<file path="src/rtl/seq_mon_pkg.sv">
// -----------------------------------------------------------------------------
// Package: seq_mon_pkg
// Purpose: Shared types and constants for the seq_monitor checker.
//   mon_state_t : monitor FSM states (UNLOCKED, LOCKED, FAULT)
//   S0..S_ILL   : 2-bit codes produced by state_mach
//   ERR_*       : values reported on err_code
// -----------------------------------------------------------------------------
package seq_mon_pkg;

  typedef enum logic [1:0] {
    UNLOCKED = 2'b00,
    LOCKED   = 2'b01,
    FAULT    = 2'b10
  } mon_state_t;

  // Legal cycle is S0 -> S1 -> S2 -> S0; S_ILL is never emitted by state_mach.
  localparam logic [1:0] S0    = 2'b00;
  localparam logic [1:0] S1    = 2'b01;
  localparam logic [1:0] S2    = 2'b10;
  localparam logic [1:0] S_ILL = 2'b11;

  localparam logic [1:0] ERR_NONE  = 2'b00;
  localparam logic [1:0] ERR_CODE  = 2'b01;
  localparam logic [1:0] ERR_TRANS = 2'b10;

endpackage

</file>
<file path="src/rtl/seq_step_check.sv">
// -----------------------------------------------------------------------------
// Module: seq_step_check
// Purpose: Combinational legality check of one step prev -> cur of the code
//          stream.
// Ports:
//   prev     in  2  previous accepted code
//   cur      in  2  current sampled code
//   legal    out 1  step is a hold or a legal advance, and cur is not S_ILL
//   is_wrap  out 1  step is S2 -> S0 (completes one period)
//   bad_code out 1  cur is the illegal code S_ILL
// -----------------------------------------------------------------------------
module seq_step_check
  import seq_mon_pkg::*;
(
  input  logic [1:0] prev,
  input  logic [1:0] cur,
  output logic       legal,
  output logic       is_wrap,
  output logic       bad_code
);

  logic advance;

  // NOTE: every output of an always_comb block gets a value on every path so
  // no latch is inferred.
  always_comb begin
    bad_code = (cur == S_ILL);
    is_wrap  = (prev == S2) && (cur == S0);
    advance  = ((prev == S0) && (cur == S1)) ||
               ((prev == S1) && (cur == S2)) ||
               is_wrap;
    // An illegal code is never a legal step, even as a "hold" of 11.
    legal    = !bad_code && ((cur == prev) || advance);
  end

endmodule

</file>
<file path="src/rtl/seq_monitor.sv">
// -----------------------------------------------------------------------------
// Module: seq_monitor
// Purpose: Downstream checker for the 2-bit state_mach code stream. Locks onto
//          the cycle 00->01->10->00, counts completed periods while locked and
//          raises a sticky error on an illegal code or transition.
// Ports:
//   clk        in  1      rising-edge clock
//   rst        in  1      synchronous active-high reset (dominates clear)
//   y_in       in  2      code from state_mach
//   valid_in   in  1      sample enable
//   clear      in  1      synchronous clear back to UNLOCKED (wins over a sample)
//   locked     out 1      monitor is in LOCKED
//   wrap_pulse out 1      one-cycle pulse per completed period while locked
//   period_cnt out CNT_W  completed periods since lock
//   err        out 1      monitor is in FAULT
//   err_code   out 2      ERR_NONE / ERR_CODE / ERR_TRANS
// -----------------------------------------------------------------------------
module seq_monitor
  import seq_mon_pkg::*;
#(
  parameter int CNT_W        = 8,
  parameter int LOCK_PERIODS = 2,
  parameter bit SATURATE     = 1'b0
) (
  input  logic             clk,
  input  logic             rst,
  input  logic [1:0]       y_in,
  input  logic             valid_in,
  input  logic             clear,
  output logic             locked,
  output logic             wrap_pulse,
  output logic [CNT_W-1:0] period_cnt,
  output logic             err,
  output logic [1:0]       err_code
);

  localparam int LW = $clog2(LOCK_PERIODS + 1);

  mon_state_t       state;
  logic [1:0]       prev;
  logic             prev_valid;
  logic [LW-1:0]    lock_cnt;

  logic             legal;
  logic             is_wrap;
  logic             bad_code;
  logic             sample;
  logic             check;
  logic [CNT_W-1:0] period_next;

  seq_step_check u_step (
    .prev     (prev),
    .cur      (y_in),
    .legal    (legal),
    .is_wrap  (is_wrap),
    .bad_code (bad_code)
  );

  // FAULT ignores the stream entirely; the first sample after reset/clear only
  // primes prev, so only later samples are judged.
  assign sample = valid_in && (state != FAULT);
  assign check  = sample && prev_valid;

  assign period_next = (SATURATE && (period_cnt == {CNT_W{1'b1}})) ?
                       period_cnt : period_cnt + 1'b1;

  // NOTE: all state below is updated with non-blocking assignments so every
  // register sees the pre-edge values of the others.
  always_ff @(posedge clk) begin
    if (rst || clear) begin
      state      <= UNLOCKED;
      prev       <= S0;
      prev_valid <= 1'b0;
      lock_cnt   <= '0;
      period_cnt <= '0;
      wrap_pulse <= 1'b0;
      err_code   <= ERR_NONE;
    end else begin
      wrap_pulse <= 1'b0;
      if (sample) begin
        prev       <= y_in;
        prev_valid <= 1'b1;
      end
      if (check) begin
        case (state)
          UNLOCKED: begin
            // Any bad step restarts the count of consecutive clean periods.
            if (!legal) begin
              lock_cnt <= '0;
            end else if (is_wrap) begin
              if (int'(lock_cnt) + 1 >= LOCK_PERIODS) begin
                state      <= LOCKED;
                lock_cnt   <= '0;
                period_cnt <= '0;
              end else begin
                lock_cnt <= lock_cnt + 1'b1;
              end
            end
          end
          LOCKED: begin
            if (bad_code) begin
              state    <= FAULT;
              err_code <= ERR_CODE;
            end else if (!legal) begin
              state    <= FAULT;
              err_code <= ERR_TRANS;
            end else if (is_wrap) begin
              wrap_pulse <= 1'b1;
              period_cnt <= period_next;
            end
          end
          default: ; // FAULT: frozen until clear or rst
        endcase
      end
    end
  end

  assign locked = (state == LOCKED);
  assign err    = (state == FAULT);

endmodule
</file>
<file path="config.mk">
export PLATFORM = sky130hd
export DESIGN_NAME = seq_monitor
export DESIGN_NICKNAME = d
export VERILOG_FILES = /design/src/rtl/seq_mon_pkg.sv /design/src/rtl/seq_step_check.sv /design/src/rtl/seq_monitor.sv
export SDC_FILE = /design/constraint.sdc
export NUM_CORES = 1
export LEC_CHECK = 0
export BUFFER_PORTS_ARGS = -buffer_cell sky130_fd_sc_hd__buf_2
export CAP_MARGIN = 30
export CORE_MARGIN = 3
export CORE_UTILIZATION = 35
export CTS_CLUSTER_DIAMETER = 120
export CTS_CLUSTER_SIZE = 8
export DETAILED_ROUTE_END_ITERATION = 16
export HOLD_SLACK_MARGIN = 0.05
export PLACE_DENSITY = 0.59
export SLEW_MARGIN = 20
export SYNTH_ARGS = -nofsm -noshare
export SYNTH_HDL_FRONTEND = slang
export SYNTH_SLANG_ARGS = --single-unit
</file>
<file path="constraint.sdc">
create_clock -name clk -period 2.5 [get_ports clk]
set_input_delay 0.5 -clock clk [delete_from_list [all_inputs] [get_ports clk]]
set_output_delay 0.5 -clock clk [all_outputs]
set_load 0.05 [all_outputs]
</file>
== Word level (Yosys, flattened, before mapping) ==
Index checks and enable logic that the tools add are counted.
Word-level totals
  register bits: 18
  output and inout bits: 13
  word-level logic and storage cells: 70
Operators by class
  $lt $le $gt $ge: 1
  mux-type cells: 18
  $add $sub $neg: 3
  reduce and logical (&&, ||, !) cells: 20
  bitwise operators: 3
  equality and inequality tests: 18
Operators by type and width (count)
  $mux 8: 6
  $mux 2: 9
  $pmux 8 s2: 1
  $ne 2x2->1 const B: 5
  $add 8x1->8 const B: 1
  $eq 2x2->1 const B: 4
  $ne 2x1->1 const B: 4
  $reduce_and 8->1: 1
  $eq 2x1->1 const B: 3
  $logic_and 1x1->1: 6
  $logic_not 2->1: 3
  $reduce_and 3->1: 2
  $reduce_and 6->1: 1
  $reduce_or 5->1: 1
  $logic_or 1x1->1: 4
  $pmux 2 s2: 1
  $add 2x1->3 const B: 1
  $ge 3x2->1 const B: 1
  $ne 3x2->1 const B: 1
  $not 1->1: 3
  $add 2x1->2 const B: 1
  $eq 2x2->1: 1
  $reduce_bool 2->1: 1
  $logic_not 1->1: 1
  $mux 1: 1

== Longest topological paths before layout ==
Gate-level depths: netlist of run 1.
  word-level depth: 9
  gate-level depth with buffers: 6
  mapped depth without buffers: 6

== Cells and area by module ==
Synthesis of run 1 repeated with hierarchy kept, for this count alone.
Unflattened totals
  cells, all modules: 101
  area total of the unflattened synthesis: 892.1 µm²
By module, submodules not included
  seq_monitor: area each 842.1 µm², sequential area each 360.3 µm², cells an instance 95, times used 1
  seq_step_check: area each 50.0 µm², sequential area each 0.0 µm², cells an instance 6, times used 1

== Worst setup path after synthesis of run 1 ==
Ideal clock, no wire load.
  kind: register to register
  start: register state[0]
  end: register err_code[1]
  clock period less this slack: 1969 ps
  required time: 2384 ps
  path slack: 531 ps
  setup time: 116 ps
  arrival time: 1853 ps
  path buffers: 0
  cell stages (with the launch flop): 5
  cell sequence: dfxtp_1 nor2b_1 nand3_1 or2_2 o211a_1
On the way
  elaborated cells on any way between the ends: 5
  classes of those cells: eq/ne: 2; reduce/logical: 3
RTL lines
  from (decl): RTL line seq_monitor.sv:39  | mon_state_t state;
  from (signal assigned): RTL line seq_monitor.sv:71  | state <= UNLOCKED;
  from (signal assigned): RTL line seq_monitor.sv:92  | state <= LOCKED;
  from (signal assigned): RTL line seq_monitor.sv:102  | state <= FAULT;
  $eq 2x1->1
  net locked: RTL line seq_monitor.sv:30  | output logic locked,
  $reduce_and 3->1 (no source line)
  to (signal assigned): RTL line seq_monitor.sv:77  | err_code <= ERR_NONE;
  to (signal assigned): RTL line seq_monitor.sv:103  | err_code <= ERR_CODE;
  to (signal assigned): RTL line seq_monitor.sv:106  | err_code <= ERR_TRANS;
  to (decl): RTL line seq_monitor.sv:34  | output logic [1:0] err_code
The timed path passes the listed nets, and every way through them passes these cells.
A chain may end at the register's enable or synchronous reset.

== Worst setup path in the final report of run 1 ==
  start: register prev[1]
  end: register period_cnt[3]
On the way
  word-level cells in the longest chain between the ends: 8
  elaborated cells on any way between the ends: 16
  classes of those cells: eq/ne: 7; reduce/logical: 9
Ends and longest elaborated chain
  from (decl): RTL line seq_monitor.sv:40  | logic [1:0] prev;
  from (signal assigned): RTL line seq_monitor.sv:81  | prev <= y_in;
  $eq 2x1->1 or $logic_not 2->1 (tied branches): RTL line seq_step_check.sv:30, seq_step_check.sv:29
  $logic_and 1x1->1 (on tied branches): RTL line seq_step_check.sv:30, seq_step_check.sv:29
  $logic_or 1x1->1: RTL line seq_step_check.sv:29  | advance = ((prev == S0) && (cur == S1)) ||
  $logic_or 1x1->1: RTL line seq_step_check.sv:30  | ((prev == S1) && (cur == S2)) ||
  $logic_or 1x1->1: RTL line seq_step_check.sv:33  | legal = !bad_code && ((cur == prev) || advance);
  $logic_and 1x1->1: RTL line seq_step_check.sv:33
  $ne 2x2->1 (no source line) or $ne 2x1->1 (tied branches)
  $reduce_and 8->1 (no source line) *
  to (signal assigned): RTL line seq_monitor.sv:109  | period_cnt <= period_next;
  to (decl): RTL line seq_monitor.sv:32  | output logic [CNT_W-1:0] period_cnt,
Mark *: on every way between the ends. The rest lies on a longest branch, timed or not.

==> impl_metrics.csv, run 1 <==
group,metric,value,unit
timing,rsz0062_at_grt,"no",
critical_path,ff2ff_path_depth,5,
critical_path,cp.required,2.68,ns
timing,hold_viol,0,
final_layout,area_growth,18.0,%
pwr,p_sw,0.106,mW
yosys,syn_inst,101,
grt,grt_usage,11.8,%
yosys,yosys.area.top_type,"dfxtp_1",
timing,relSlewSlack,69.0,%
floorplanning,dieArea,0.00319,mm^2
route,drc,0,
route,routed_wl,1.80,mm
cts,cts_tree,"yes",
cts,htreeDepth,1,
yosys,synthArstFlopShare,0,%
timing,setup-violations-final,0,
critical_path,reg2reg_from,"prev[1]",
yosys,synth_edf_count,0,
yosys,synth_top_flop_cell,"dfxtp_1",
floorplanning,chipWidth,56.5,um
final_layout,antenna_cells,0,
cts,postCtsHoldBufs,0,
timing,skew,0.00111,ns
worst_hold_path,hold_depth,2,
critical_path,cp_cell_sequence,"nor4b_4 > nand2_1 > o31ai_1 > buf_4 > a21oi_1",
critical_path,critPathCaptureType,"flop",
cts,cts_buffer_depth,2,
critical_path,r2r-end,"period_cnt[3]",
yosys,synth_nets,109,
pwr,p_leak,0.426,nW
yosys,ys_seq_area_share,40.4,%
route,drtIter0Drc,19,
yosys,synth_area_leaders,"dfxtp_1 (40%), a21oi_1 (4.5%), o31ai_1 (4.2%)",
cts,clk_latency,0.29,ns
timing,min_period,1.79,ns
critical_path,critPathLaunchType,"flop",
yosys,synth-seq-cells,18,
route,vias_per_cell,5.23,
timing,hold_ws,0.485,ns
critical_path,startpoint,"prev[1]",
floorplanning,pin_count,19,
timing,fmax,0.558,GHz
floorplanning,rows,17,
route,vias,785,
cts,cts_setup_buffers,0,
pwr,powerDensity,471,mW/mm^2
cts,cts_root_buf,"clkbuf_4",
route,wire_per_inst,12.0,um
floorplanning,start_util,38.4,%
pwr,p_sw_share,21.5,%
final_layout,num-fill-cells,238,
grt,grt_max_degree,11,
floorplanning,die_height,56.5,um
cts,clk_pin_slew,0.10,ns
grt,grt-ovfl-total,0,
place,place.gp.congestion,0.775,
critical_path,critPathMaxFanout,8,
grt,grt_pass1_vias,712,
worst_hold_path,hp-class,"flop to flop",
cts,cts-resized-gates,0,
run,drv_cap,0,
yosys,synth_top_area_share,40.4,%
outcome,status,"finished clean",
critical_path,criticalPathCategory,"flop to flop",
cts,cts.sinks,18,
route,drt-pass1-iter-count,4,
pwr,p_comb_share,5.7,%
yosys,yosysWarnings,0,
timing,finalSetupTns,0,ns
yosys,yosysMostFrequentCell,"dfxtp_1",
yosys,synth_area,891,um^2
critical_path,path_buf_inv,1,
final_layout,layout.nets,131,
critical_path,cp.arrival,1.97,ns
worst_hold_path,hold_start,"err_code[0]",
timing,period_share,71.7,%
pwr,ir_drop,0.000300,V
floorplanning,core_area,0.00232,mm^2
final_layout,drive_gt1_share,22.1,%
cts,cts_made_buffers,3,
route,postRouteAntennaNets,0,
critical_path,r2r_slack,0.71,ns
timing,drv_slew,0,
timing,max_slew.worst_pin.slew,0.461,ns
grt,grt_antenna_before_repair,0,
place,numPortBuffers,18,
yosys,yosys.cell_types.count,31,
yosys,synth_common_cells,"dfxtp_1 (18), nor2_1 (9), a21oi_1 (8)",
worst_hold_path,min_to,"err_code[0]",
pwr,clkPwrFrac,35.5,%
critical_path,cp.depth,5,
pwr,p_int,0.389,mW
critical_path,max_stage_delay,0.49,ns
critical_path,path_delay_family,"simple AND/OR/NAND/NOR gates",
pwr,pwr-share-seq,58.8,%
grt,grt_pass1_wl,2.98,mm
yosys,synth.avg_cell_area,8.82,um^2
place,dpl.hpwl,1.43,mm
critical_path,crit_slowest_cell,"dfxtp_1",
## placed cells by master (no fill, tap or decap), drive strengths merged, types with 4 or more instances in the layout
master   n
nand2    6
a21oi    8
inv      4
nand4    4
dfxtp   18
nor2     9
o31ai    5
nand3    4
buf     19
or4      4
clkbuf   4
## per-stage QoR
step | setup slack [ns] | instance area, um^2 | utilization [%] | std cells | power (mW)
floorplan | 0.531 | 891 | - | 101 | 0.314
global placement | 0.545 | 1010 | 43.8 | 146 | 0.326
detailed placement | 0.483 | 1010 | 43.8 | 146 | 0.327
CTS | 0.701 | 1050 | 45.3 | 150 | 0.502
global route | 0.542 | 1050 | 45.3 | 150 | 0.512
finish | 0.708 | 1050 | 45.3 | 150 | 0.495
## layout make-up
class,instances,area (um^2),share of cell area (%)
Sequential cell,18,360,34.3
Multi-Input combinational cell,77,507,48.2
Inverter,4,15.0,1.43
Tap cell,28,35.0,3.33
Clock buffer,4,36.3,3.45
Timing Repair Buffer,19,97.6,9.29
## cell families (layout without fill, tap and decap cells)
family | after synthesis | in the layout | synth area share, %
and+or+nand+nor | 47 | 47 | 31.7
xor gates and xnor gates | 3 | 3 | 2.95
adders and majority gates | 2 | 2 | 2.81
AOI/OAI and AO/OA | 23 | 23 | 17.1
muxes | 2 | 2 | 2.25
DFF | 18 | 18 | 40.4
buffers and inverters | 6 | 27 | 2.67
## power by group through the flow
stage	combinational [mW]	clock (mW)	sequential, mW
after floorplan	0.0177	0	0.297
after global placement	0.0283	0	0.298
after detailed placement	0.0284	0	0.298
after CTS	0.0285	0.182	0.292
after global routing	0.0320	0.188	0.292
final	0.0281	0.176	0.292
## worst max-delay path by stage
stage | slack (ns) | endpoint
6_report | 0.71 | period_cnt[3]
5_1_grt | 0.54 | period_cnt[3]
4_1_cts | 0.70 | period_cnt[3]
3_5_place_dp | 0.48 | period_cnt[3]
3_3_place_gp | 0.55 | period_cnt[3]
2_1_floorplan | 0.53 | err_code[1]
## layer usage
| metal | global-route usage (%) | up-vias | share of wire [%] |
|---|---|---|---|
| met2 | 19.6 | 14 | 47 |
| li1 | - | 416 | - |
| met3 | 2.53 | 2 | 4.4 |
| met1 | 13.9 | 353 | 48 |
| met4 | 6.44 | 0 | 0.78 |
| met5 | 0 | - | 0 |
## tightest hold or removal path, stage by stage (launching register included)
cell and delay (ns):
dfxtp_1 0.32, o21ai_0 0.06, a21oi_1 0.06
## registers in the layout, summed over array words and instances (netlist names)
register,flops
state,2
period_cnt,8
prev,2
prev_valid,1
wrap_pulse,1
lock_cnt,2
err_code,2
Note: power is estimated with default switching activity, not from simulation.
==> run 2: changes to the inputs <==
- PLACE_DENSITY: 0.59 -> 0.61
- clock period: 2.5 -> 1.5 ns (I/O delays scaled with it)
==> impl_metrics.csv, run 2 (synthesis results as in run 1) <==
group,metric,value,unit
outcome,status,"finished with violations",
outcome,violations,"setup timing",
final_layout,mostFrequentLayoutCell,"buf_4",
place,place_ws,-0.199,ns
final_layout,antenna_cells,0,
cts,clk_latency,0.29,ns
critical_path,critPathLaunchType,"flop",
pwr,total_power,0.868,mW
route,vias,904,
final_layout,final_cell_mix,"buf_4 (20), buf_2 (16), dfxtp_1 (9), nor2_1 (8), dfxtp_2 (7)",
grt,grt_pass1_vias,942,
floorplanning,rows,17,
cts,cts.sinks,18,
route,drtIter0Drc,6,
cts,cts_made_buffers,3,
route,routed_wl,2.29,mm
final_layout,largest_reg_flops,8,
floorplanning,die_height,56.5,um
final_layout,seq_area,377,um^2
place,dpl.hpwl,1.58,mm
timing,min_period,1.53,ns
grt,grt_usage,14.8,%
timing,setup-violations-final,3,
critical_path,cp.required,1.73,ns
cts,postCtsHoldBufs,0,
pwr,powerDensity,638,mW/mm^2
critical_path,criticalPathCategory,"flop to flop",
route,vias_per_cell,5.32,
grt,grt-ovfl-total,0,
grt,grt_pass1_wl,3.86,mm
floorplanning,core_area,0.00232,mm^2
cts,cts_root_buf,"clkbuf_4",
place,numPortBuffers,18,
timing,drv_slew,0,
grt,grt_max_degree,11,
timing,max_slew.worst_pin.slew,0.309,ns
route,drt-pass1-iter-count,4,
timing,fmax,0.652,GHz
critical_path,cp.arrival,1.76,ns
critical_path,critPathMaxFanout,4,
run,drv_cap,0,
route,wire_per_inst,13.4,um
cts,clk_pin_slew,0.11,ns
cts,cts_buffer_depth,2,
place,place.gp.congestion,0.748,
cts,htreeDepth,1,
floorplanning,chipWidth,56.5,um
timing,skew,0.00150,ns
worst_hold_path,hp-class,"input pin to flop",
timing,worst_slack,-0.0346,ns
critical_path,critPathCaptureType,"flop",
final_layout,area_growth,52.8,%
floorplanning,start_util,38.4,%
floorplanning,pin_count,19,
place,dp_cells,160,
final_layout,drive_gt1_share,54.2,%
final_layout,layout.nets,151,
timing,hold_viol,0,
final_layout,num-fill-cells,206,
route,postRouteAntennaNets,0,
timing,period_share,102,%
final_layout,final_cells,170,
grt,grt_antenna_before_repair,0,
final_layout,multiInputGateArea,631,um^2
timing,rsz0062_at_grt,"yes",
pwr,p_leak,0.547,nW
pwr,ir_drop,0.000511,V
floorplanning,dieArea,0.00319,mm^2
cts,cts_tree,"yes",
final_layout,regMostFlops,"period_cnt",
timing,relSlewSlack,79.3,%
route,drc,0,
[run 2: area by class of cell]
cell class | count | share of cell area, %
repair buffers | 39 | 19.7
flip-flops and latches | 18 | 27.7
clock buffers | 4 | 2.67
inverters | 4 | 1.10
well taps | 28 | 2.57
multi-input cells | 77 | 46.3
[run 2: final timing paths]
path | start | endpoint | slack (ns) | cells after the start
setup reg to reg | prev[0] | period_cnt[3] | -0.03 | 5
setup / recovery | prev[0] | period_cnt[3] | -0.03 | 5
hold reg to reg | err_code[0] | err_code[0] | 0.49 | 2
hold / removal | y_in[0] | wrap_pulse | 0.36 | 3
[run 2: layer usage]
metal  up-vias  part of all wire [%]  GRT usage, %
li1        457                     -             -
met1       425                    47          17.1
met2        18                    49          26.2
met3         4                   3.9          4.14
met4         0                  0.83          4.07
met5         -                     0             0
[run 2: stage by stage]
step                      instance area [um^2]  hold slack, ns  util (%)  TNS [ns]
after CTS                                 1240           0.341      53.4  -0.00127
after detailed placement                  1150           0.477      49.6     -1.14
after global routing                      1360           0.365      58.7    -0.306
after floorplan                            931           0.444         -   -0.0525
final                                     1360           0.363      58.7   -0.0716
after global placement                    1150           0.466      49.6    -0.879
[run 2: worst max-delay path, cell delays in order (launching register included)]
cell	delay (ns)
dfxtp_4	0.37
nor4b_4	0.30
buf_4	0.19
nand3_4	0.07
or4_4	0.41
a21oi_1	0.13
[run 2: power breakdown]
group	leakage, nW	internal, mW	switching (mW)
clock	0.0210	0.148	0.158
sequential	0.150	0.478	0.00260
combinational	0.375	0.0379	0.0436
total	0.547	0.664	0.204
[run 2: what timing repair did]
| action | in CTS | in global routing |
|---|---|---|
| gates resized for setup | 9 | 22 |
| endpoints found under the hold margin | 0 | 0 |
| buffers inserted | 3 | 3 |
| endpoints found under the setup margin | 9 | 13 |
| pin swaps | 4 | 8 |
